<file path="config.mk">
export PLATFORM = sky130hd
export DESIGN_NAME = demux_lane_packer
export DESIGN_NICKNAME = d
export VERILOG_FILES = /design/src/rtl/demux_pkg.sv /design/src/rtl/demux_lane_shifter.sv /design/src/rtl/demux_lane_packer.sv
export SDC_FILE = /design/constraint.sdc
export NUM_CORES = 1
export LEC_CHECK = 0
export CORE_MARGIN = 10
export CORE_UTILIZATION = 60
export DETAILED_ROUTE_END_ITERATION = 16
export PLACE_DENSITY_LB_ADDON = 0.12
export SLEW_MARGIN = 20
export SYNTH_ARGS = -nofsm -noshare
export SYNTH_HDL_FRONTEND = slang
export SYNTH_SLANG_ARGS = --single-unit
</file>
<file path="constraint.sdc">
create_clock -name clk -period 2.6 [get_ports clk]
set_input_delay 0.52 -clock clk [delete_from_list [all_inputs] [get_ports clk]]
set_output_delay 0.52 -clock clk [all_outputs]
set_load 0.02 [all_outputs]
</file>
<file path="src/rtl/demux_pkg.sv">
// demux_pkg: shared lane count, channel type and round-robin helpers for the lane packer.
package demux_pkg;
  localparam int LANES = 4;
  typedef logic [1:0] chan_t;
  function automatic chan_t rr_next(chan_t g);
    return g + 2'd1;
  endfunction
  function automatic chan_t rr_pick(chan_t start, logic [LANES-1:0] req);
    chan_t c;
    rr_pick = start;
    for (int k = LANES - 1; k >= 0; k--) begin
      c = start + chan_t'(k);
      if (req[c]) rr_pick = c;
    end
  endfunction
endpackage

</file>
<file path="src/rtl/demux_lane_shifter.sv">
// demux_lane_shifter: LSB-first word assembly for one lane with a single-entry hold register.
module demux_lane_shifter #(
  parameter int WIDTH = 8
) (
  input  logic             clk,
  input  logic             rst,
  input  logic             shift_en,
  input  logic             bit_in,
  input  logic             drain,
  output logic             hold_valid,
  output logic [WIDTH-1:0] hold_data,
  output logic             overflow
);
  localparam int CW = $clog2(WIDTH);
  logic [WIDTH-2:0] sh;
  logic [CW-1:0] cnt;
  logic [WIDTH-1:0] word;
  logic done;
  assign word = {bit_in, sh};
  assign done = shift_en && cnt == CW'(WIDTH - 1);
  always_ff @(posedge clk) begin
    if (rst) begin
      sh <= '0;
      cnt <= '0;
      hold_valid <= 1'b0;
      hold_data <= '0;
      overflow <= 1'b0;
    end else begin
      if (shift_en) begin
        sh <= word[WIDTH-1:1];
        cnt <= done ? '0 : cnt + 1'b1;
      end
      // a drain in the completion cycle frees the slot for the new word
      if (done && hold_valid && !drain) overflow <= 1'b1;
      else if (done) begin
        hold_data <= word;
        hold_valid <= 1'b1;
      end else if (drain) hold_valid <= 1'b0;
    end
  end
endmodule

</file>
<file path="src/rtl/demux_lane_packer.sv">
// demux_lane_packer: packs demuxed bits into per-lane words and forwards them round-robin over valid/ready.
module demux_lane_packer
  import demux_pkg::*;
#(
  parameter int WIDTH = 8
) (
  input  logic             clk,
  input  logic             rst,
  input  logic             bit_valid,
  input  logic [1:0]       sel,
  input  logic [3:0]       lanes,
  output logic             out_valid,
  input  logic             out_ready,
  output logic [WIDTH-1:0] out_data,
  output logic [1:0]       out_chan,
  output logic [3:0]       overflow
);
  logic [LANES-1:0] hv, drain;
  logic [WIDTH-1:0] hd [LANES];
  chan_t ptr, g;
  logic load;
  for (genvar i = 0; i < LANES; i++) begin : g_lane
    demux_lane_shifter #(.WIDTH(WIDTH)) u_lane (
      .clk(clk),
      .rst(rst),
      .shift_en(bit_valid && sel == chan_t'(i)),
      .bit_in(lanes[sel]),
      .drain(drain[i]),
      .hold_valid(hv[i]),
      .hold_data(hd[i]),
      .overflow(overflow[i])
    );
  end
  always_comb begin
    g = rr_pick(ptr, hv);
    load = (!out_valid || out_ready) && |hv;
    drain = load ? 4'b0001 << g : 4'b0000;
  end
  // ptr holds the channel where the next search begins
  always_ff @(posedge clk) begin
    if (rst) begin
      out_valid <= 1'b0;
      out_data <= '0;
      out_chan <= '0;
      ptr <= '0;
    end else if (load) begin
      out_valid <= 1'b1;
      out_data <= hd[g];
      out_chan <= g;
      ptr <= rr_next(g);
    end else if (out_ready) out_valid <= 1'b0;
  end
endmodule

</file>
Yosys cells after proc, flatten, opt, wreduce, memory -nomap -nowiden
Index checks and enable logic that the tools add are counted.
{"block": "word_totals", "elab_cells": 121, "ram_bits": 0, "output_inout_bits": 15, "mem_bits_ro": 0, "input_bits": 10, "latchBits": 0, "reg_bits": 93, "n_memories": 0}
{"block": "classes", "n_eq_ne": 7, "bitwise_logic": 5, "n_reduce_logical": 38, "order_cmp": 6, "n_addsub": 8, "muxes": 32, "div_mod_pow": 0, "multipliers": 0, "n_shift": 1}
{"op": "$logic_and 1x1->1", "count": 17}
{"op": "$bmux 8 s2", "count": 1}
{"op": "$mux 8", "count": 2}
{"op": "$reduce_and 2->1", "count": 8}
{"op": "$lt 2x3->1 const B", "count": 5}
{"op": "$mux 1", "count": 15}
{"op": "$add 3x1->3 const B", "count": 4}
{"op": "$eq 3x3->1 const B", "count": 4}
{"op": "$mux 3", "count": 4}
{"op": "$bmux 1 s2", "count": 5}
{"op": "$reduce_bool 2->1", "count": 5}
{"op": "$mux 2", "count": 4}
{"op": "$logic_not 1->1", "count": 5}
{"op": "$add 2x1->2 const B", "count": 2}
{"op": "$add 2x2->2 const B", "count": 2}
{"op": "$eq 2x2->1 const B", "count": 2}
{"op": "$mux 4", "count": 1}
{"op": "$not 1->1", "count": 4}
{"op": "$reduce_or 4->1", "count": 1}
{"op": "$shl 1x2->4 const A", "count": 1}
{"op": "$ge 3x3->1 const B", "count": 1}
{"op": "$not 2->3", "count": 1}
{"op": "$eq 2x1->1 const B", "count": 1}
{"op": "$logic_not 2->1", "count": 1}
{"op": "$logic_or 1x1->1", "count": 1}

Logic depth before layout (Yosys ltp)
Gate-level depths: netlist (run 1).
{"block": "depth", "depth_word": 13, "ltp_mapped": 9, "mapped_depth_nobuf": 6}

Cells and area by module
From an unflattened synthesis (run 1), not the netlist that was laid out.
{"block": "hier_totals", "hier_cells": 420, "area_unflattened_um2": 4227.8}
{"module": "demux_lane_shifter", "cells_each": 80, "seq_area_each_um2": 400.4, "instances": 4, "area_per_inst_um2": 832.0}
{"module": "demux_lane_packer", "cells_each": 100, "seq_area_each_um2": 260.2, "instances": 1, "area_per_inst_um2": 899.6}

Worst setup path after synthesis (run 1)
Ideal clock, no wire load.
{"block": "synth_timing", "kind": "in2reg", "start": "input out_ready", "end": "register g_lane[3].u_lane.hold_data[0]", "path_slack_ps": 602, "cell_stages": 6, "n_path_buf": 1, "setup_time_ps": 72, "required_time_ps": 2528, "t_arrival_ps": 1926, "cell_sequence": "nand2b_1 -> nor2b_1 -> clkbuf_1 -> nand4_1 -> o31ai_4 -> mux2i_1"}
{"block": "synth_via", "elab_chain_cells": 7}
{"element": "start, declared", "line": "demux_lane_packer.sv:13", "text": "input logic out_ready,"}
{"element": "$logic_or 1x1->1", "line": "demux_lane_packer.sv:36", "text": "load = (!out_valid || out_ready) && |hv;"}
{"element": "$logic_and 1x1->1", "line": "demux_lane_packer.sv:36"}
{"element": "$mux 4", "line": "demux_lane_packer.sv:37", "text": "drain = load ? 4'b0001 << g : 4'b0000;"}
{"element": "$logic_not 1->1", "line": "demux_lane_shifter.sv:34", "text": "if (done && hold_valid && !drain) overflow <= 1'b1;"}
{"element": "$logic_and 1x1->1", "line": "demux_lane_shifter.sv:34"}
{"element": "$not 1->1 (no source line)"}
{"element": "$reduce_and 2->1 (no source line)"}
{"element": "end signal, assigned", "line": "demux_lane_shifter.sv:36", "text": "hold_data <= word;"}
{"element": "end, declared", "line": "demux_lane_shifter.sv:11", "text": "output logic [WIDTH-1:0] hold_data,"}
No other way between the ends.
A chain may end at the register's enable or synchronous reset.

Worst setup path after layout (run 1)
{"block": "layout_timing", "start": "register g_lane[3].u_lane.hold_valid", "end": "register g_lane[2].u_lane.hold_data[4]"}
{"block": "layout_via", "elab_chain_cells": 12, "elab_cells_between_ends": 20, "cone_classes": "1 x shift; 13 x mux; 1 x bitwise; 5 x reduce/logical"}
{"element": "start, declared", "line": "demux_lane_shifter.sv:10", "text": "output logic hold_valid,"}
{"element": "start signal, assigned", "line": "demux_lane_shifter.sv:25", "text": "hold_valid <= 1'b0;"}
{"element": "start signal, assigned", "line": "demux_lane_shifter.sv:37", "text": "hold_valid <= 1'b1;"}
{"element": "start signal, assigned", "line": "demux_lane_shifter.sv:38", "text": "end else if (drain) hold_valid <= 1'b0;"}
{"element": "$bmux 1 s2", "line": "demux_pkg.sv:13", "text": "if (req[c]) rr_pick = c;"}
{"element": "$mux 1 (not written as such)", "line": "demux_pkg.sv:13"}
{"element": "$mux 2 (4 in a row)", "line": "demux_pkg.sv:13"}
{"element": "$shl 1x2->4", "line": "demux_lane_packer.sv:37"}
{"element": "$mux 4 (*)", "line": "demux_lane_packer.sv:37"}
{"element": "$logic_not 1->1 (*)", "line": "demux_lane_shifter.sv:34"}
{"element": "$logic_and 1x1->1 (*)", "line": "demux_lane_shifter.sv:34"}
{"element": "$not 1->1 (no source line) (*)"}
{"element": "$reduce_and 2->1 (no source line) (*)"}
{"element": "end signal, assigned", "line": "demux_lane_shifter.sv:36"}
{"element": "end, declared", "line": "demux_lane_shifter.sv:11"}
Every way passes the cells marked *; elsewhere a longest branch is shown, timed or not. The select of a mux whose other input is x is not followed.

==> results.cfg, run 1 <==
[detailed_routing]
drt_first_iter_violations = 238
first_pass_iters = 5
wl_per_cell_um = 16.1
drc = 0
wirelength_um = 10700
num_vias = 4040
detail-route-antenna-nets = 0
viasPerCell = 6.07

[yosys]
synth_cell_types = 45
syn_area_mm2 = 0.00454
synthCells = 554
yosys_warnings = 0
synthArstFlopShare = 0
syn_area_per_cell_um2 = 8.20
synth-edff-count = 0
synth.area.top_cells = dfxtp_1 41%, nand2_1 9.7%, a21oi_1 5.1%
synth_top_cell_area_share = 0.410
ys_seq_area_frac = 0.410
synth_nets = 572
ys_top_cells_by_count = 118 x nand2_1, 93 x dfxtp_1, 46 x a21oi_1
yosysMostFrequentCell = nand2_1
synth-seq-cells = 93
synth.largest_area_cell = dfxtp_1
yosys_most_used_dff = dfxtp_1

[job]
maxCapViolations = 0

[clock_network]
cts.sinks = 93
cts_tree = built
cts_hold_buf = 0
cts_resized = 0
cts_made_buffers = 9
post-cts-setup-buffer-count = 0
root_buffer = clkbuf_8
h-tree-depth = 3
clockBufferDepth = 2
clk_pin_slew_ns = 0.10
clock_latency_ns = 0.38

[floorplan]
rows = 31
core_area_mm2 = 0.00729
pin_count = 25
initial_core_util = 0.623
die_w_um = 107
dieArea_mm2 = 0.0115
die-height_um = 107

[sta]
slew-limit-headroom = 0.653
rsz0062_at_grt = no
worst_pin_slew_ns = 0.521
setup_violations = 0
drv_slew = 0
timing.setup.tns_ns = 0
finalCriticalPeriod_ns = 2.28
fmax_ghz = 0.438
finalHoldViolCount = 0
setup_ws_ns = 0.318
fin_skew_ns = 0.00902
period_share = 0.878

[cells_and_area]
area_growth_pct = 11.5
nets = 580
fill_cells = 623
n_antenna_cell = 0
drive_gt1_frac = 0.102

[setup_path]
worstPathRequired_ns = 2.89
r2r-start = g_lane[3].u_lane.hold_valid
cp_cell_sequence = nor2b_2, a2111oi_4, o21ai_2, o31ai_4, mux2i_1
slowest_stage = a2111oi_4
rr_worst_depth = 5
worstPathArrival_ns = 2.57
cp_max_fo = 8
startpoint = g_lane[3].u_lane.hold_valid
end_kind = flop
critPathKind = reg2reg
start_kind = flop
critPathMaxStageDelay_ns = 0.56

[grt]
grt_first_pass_wirelength_um = 18200
first_global_vias = 3730
grt.overflow.total = 0
grt_max_degree = 52
track_usage = 0.191
antenna_found_initial = 0

[place]
portBuffers = 24
place_congestion = 0.919
hpwl_um = 7450
pre_cts_ws_ns = 0.0579

[power_and_ir_drop]
static-leakage-power_nw = 1.59
max-vdd-ir-drop_mv = 0.535
pwr_density_cell_mw_per_mm2 = 508

[worst_hold_path]
min_from = g_lane[3].u_lane.cnt[2]
hold_path_depth = 2
holdCritPathClass = reg2reg

[outcome]
status = finished clean
[cells by family (layout without fill, tap and decap cells)]
logic type	count (synthesis)	after routing	synth area share
adder cells (fa/ha/maj)	8	8	0.0220
AND/OR/NAND/NOR	227	227	0.250
AO/OA/AOI/OAI	141	141	0.215
flip-flops	93	93	0.410
multiplexers	17	17	0.0402
buffers and inverters	68	81	0.0636
[metal layers]
metal  wire, µm  vias to the layer above  GRT usage
li1           -                     2014          -
met1       5130                     1917      0.251
met2       4820                       95      0.295
met3        591                       14     0.0533
met4        159                        0     0.0609
met5          0                        -          0
[registers in the layout, summed over array words and instances, names as in the netlist]
name                      cells
out_valid                     1
g_lane.u_lane.hold_data      32
g_lane.u_lane.hold_valid      4
ptr                           2
out_chan                      2
out_data                      8
g_lane.u_lane.sh             28
g_lane.u_lane.cnt            12
g_lane.u_lane.overflow        4
[layout make-up]
type	instances	area, µm²	area share
clock buffer	9	124	0.0244
tap	99	124	0.0244
clock inverter	7	86.3	0.0170
inverter	17	63.8	0.0126
timing repair buffer	48	415	0.0820
multi-input combinational	393	2390	0.472
sequential	93	1860	0.367
[path summary, 6_finish.rpt]
check,endpoint,slack [ns]
hold reg to reg,g_lane[3].u_lane.cnt[2],0.46
hold / removal,g_lane[3].u_lane.cnt[2],0.46
setup / recovery,g_lane[2].u_lane.hold_data[4],0.32
setup reg to reg,g_lane[2].u_lane.hold_data[4],0.32
[through the flow]
step / hold slack [ns] / power (W) / cells / utilization / instance area (µm²)
final: 0.463 / 0.00258 / 666 / 0.695 / 5070
after global routing: 0.490 / 0.00266 / 666 / 0.695 / 5070
after CTS: 0.466 / 0.00259 / 666 / 0.695 / 5070
after detailed placement: 0.451 / 0.00157 / 650 / 0.666 / 4860
after global placement: 0.441 / 0.00157 / 650 / 0.666 / 4860
after floorplan: 0.426 / 0.00154 / 554 / - / 4540
[layout by cell type (no fill, tap or decap), types with 2 or more instances in the layout]
cell	netlist	routed
o2bb2ai_1	4	4
nor4b_1	14	14
ha_1	8	8
or2_2	3	3
o31ai_4	2	2
inv_1	16	16
and3b_1	2	2
clkdlybuf4s50_1	0	23
nand3b_1	9	9
inv_8	0	2
nor2_1	12	12
nor2b_1	4	4
nor3b_1	15	15
inv_6	0	3
dfxtp_1	93	93
and3_1	2	2
o21ai_0	6	6
nand2b_1	2	2
nand4_1	3	3
a31oi_1	32	32
nand2_1	118	118
nand3_1	29	29
mux2i_1	16	16
clkbuf_8	0	9
a32oi_1	2	2
o21bai_2	2	2
a21oi_1	46	46
o21ai_2	2	2
o31ai_1	9	9
o311ai_0	16	16
a211oi_1	16	16
buf_4	7	24
nor3_1	7	7
[power breakdown]
part	switching [W]	total [W]	internal [W]
registers	0.00000520	0.00144	0.00143
logic	0.0000713	0.000104	0.0000324
clock network	0.000570	0.00104	0.000468
total	0.000646	0.00258	0.00193
[critical path: cells and delay by family, from the launching register on]
family / cells / cell delay [ns]
flops: 1 / 0.50
simple gates: 1 / 0.14
compound gates: 3 / 1.28
mux: 1 / 0.29
Note: power is estimated with default switching activity, not from simulation.
==> run 2, diff against run 1 <==
Settings changed: CORE_UTILIZATION 60 to 30, SLEW_MARGIN 20 to default.
==> run 2 against run 1 <==
- register-to-register slack about the same
- flip-flop and latch count unchanged
- worst hold slack got worse by 0.0061 ns
- clock skew down 0.0036 ns
- die area grew 79%
- sequential share of layout area shrank 1.6 points
- setup slack gained 0.0024 ns
- critical path type is now in2reg
==> results.cfg, run 2 (synthesis results as in run 1) <==
[outcome]
status = finished clean

[sta]
fmax_ghz = 0.439
finalHoldViolCount = 0
drv_slew = 0
rsz0062_at_grt = no
period_share = 0.877
setup_ws_ns = 0.321
finalCriticalPeriod_ns = 2.28
worst_pin_slew_ns = 0.711
slew-limit-headroom = 0.526
setup_violations = 0
fin_skew_ns = 0.00545

[place]
pre_cts_ws_ns = -0.00420
portBuffers = 24
hpwl_um = 8350
post-place-cells = 738
place_congestion = 0.785

[setup_path]
end_kind = flop
cp_cell_sequence = clkdlybuf4s50_1, nand2b_1, nor2b_1, nand4_1, nor2_1, o311ai_0
start_kind = primary input
worstPathRequired_ns = 2.79
slowest_stage = nor2_1
critPathKind = in2reg
critPathMaxStageDelay_ns = 0.53
worstPathArrival_ns = 2.47
cp_max_fo = 8

[power_and_ir_drop]
pwr_density_cell_mw_per_mm2 = 546
max-vdd-ir-drop_mv = 0.266
static-leakage-power_nw = 1.65
fin_total_pwr_w = 0.00289

[detailed_routing]
drt_first_iter_violations = 265
num_vias = 3963
first_pass_iters = 4
viasPerCell = 5.26
drc = 0
detail-route-antenna-nets = 0
wirelength_um = 12200
wl_per_cell_um = 16.2

[clock_network]
clk_pin_slew_ns = 0.07
post-cts-setup-buffer-count = 0
clockBufferDepth = 2
cts.sinks = 93
cts_made_buffers = 9
cts_resized = 0
h-tree-depth = 3
clock_latency_ns = 0.35
cts_hold_buf = 0
root_buffer = clkbuf_16
cts_tree = built

[cells_and_area]
n_antenna_cell = 0
largest_reg_flops = 32
final_common_cell = nand2_1
nets = 583
drive_gt1_frac = 0.105
final_cell_mix = 118 x nand2_1, 93 x dfxtp_1, 46 x a21oi_1, 32 x a31oi_1, 29 x nand3_1
area_growth_pct = 16.6
seq_area_mm2 = 0.00186
reg.largest.list = g_lane.u_lane.hold_data: 32 flops, g_lane.u_lane.sh: 28 flops, g_lane.u_lane.cnt: 12 flops
largest_register = g_lane.u_lane.hold_data
multi_input_area_mm2 = 0.00239
fill_cells = 1525
finalNonFillerCells = 753

[grt]
antenna_found_initial = 0
first_global_vias = 3729
grt.overflow.total = 0
grt_max_degree = 74
grt_first_pass_wirelength_um = 20000
track_usage = 0.122

[floorplan]
die-height_um = 143
core_area_mm2 = 0.0147
die_w_um = 143
pin_count = 25
initial_core_util = 0.309
dieArea_mm2 = 0.0205
rows = 44

[worst_hold_path]
holdCritPathClass = reg2reg

[job]
maxCapViolations = 0
==> run 2: cell count changes in the layout (fill, tap and decap cells not counted) <==
cell / previous run / this run
clkbuf_8: 9 / 0
buf_12: 0 / 1
clkinv_4: 0 / 3
buf_4: 24 / 26
clkbuf_16: 0 / 9
inv_8: 2 / 0
inv_6: 3 / 1
==> run 2: through the flow <==
step	setup TNS, ns	hold slack (ns)	utilization	cell area [µm²]
after floorplan	0	0.426	-	4540
after global placement	0	0.443	0.340	5000
after detailed placement	-0.00434	0.448	0.340	5000
after CTS	0	0.460	0.360	5300
after global routing	0	0.472	0.360	5300
final	0	0.457	0.360	5300
==> run 2: report_power, final <==
| part | internal, W | leakage (nW) | total [W] | switching [W] |
|---|---|---|---|---|
| clock | 0.000748 | 0.142 | 0.00134 | 0.000595 |
| sequential | 0.00143 | 0.749 | 0.00144 | 0.00000545 |
| combinational | 0.0000343 | 0.761 | 0.000111 | 0.0000767 |
| total | 0.00221 | 1.65 | 0.00289 | 0.000678 |
==> run 2: path summary, 6_finish.rpt <==
kind,from,endpoint,slack (ns),cells past startpoint
worst max-delay path,out_ready,g_lane[1].u_lane.hold_data[0],0.32,6
worst min-delay path,g_lane[2].u_lane.cnt[2],g_lane[2].u_lane.cnt[2],0.46,2
worst max register to register,ptr[1],g_lane[1].u_lane.hold_data[0],0.33,6
worst min register to register,g_lane[2].u_lane.cnt[2],g_lane[2].u_lane.cnt[2],0.46,2
==> run 2: metal layers <==
metal | part of all wire | vias up | GRT usage
met4 | 0.017 | 0 | 0.0559
met5 | 0 | - | 0
met2 | 0.42 | 69 | 0.178
met1 | 0.52 | 1873 | 0.168
li1 | - | 2010 | -
met3 | 0.038 | 11 | 0.0255
==> run 2: critical path: cells and delay by family <==
family,cells,cell delay [ns]
compound gates,1,0.23
buf+inv,1,0.46
simple gates,4,1.25
==> run 2: final cells by class <==
| cell class | instances | share of cell area |
|---|---|---|
| well taps | 184 | 0.0435 |
| clock inverters | 6 | 0.0137 |
| flip-flops and latches | 93 | 0.352 |
| clock buffers | 9 | 0.0425 |
| repair buffers | 51 | 0.0850 |
| multi-input cells | 393 | 0.452 |
| inverters | 17 | 0.0120 |
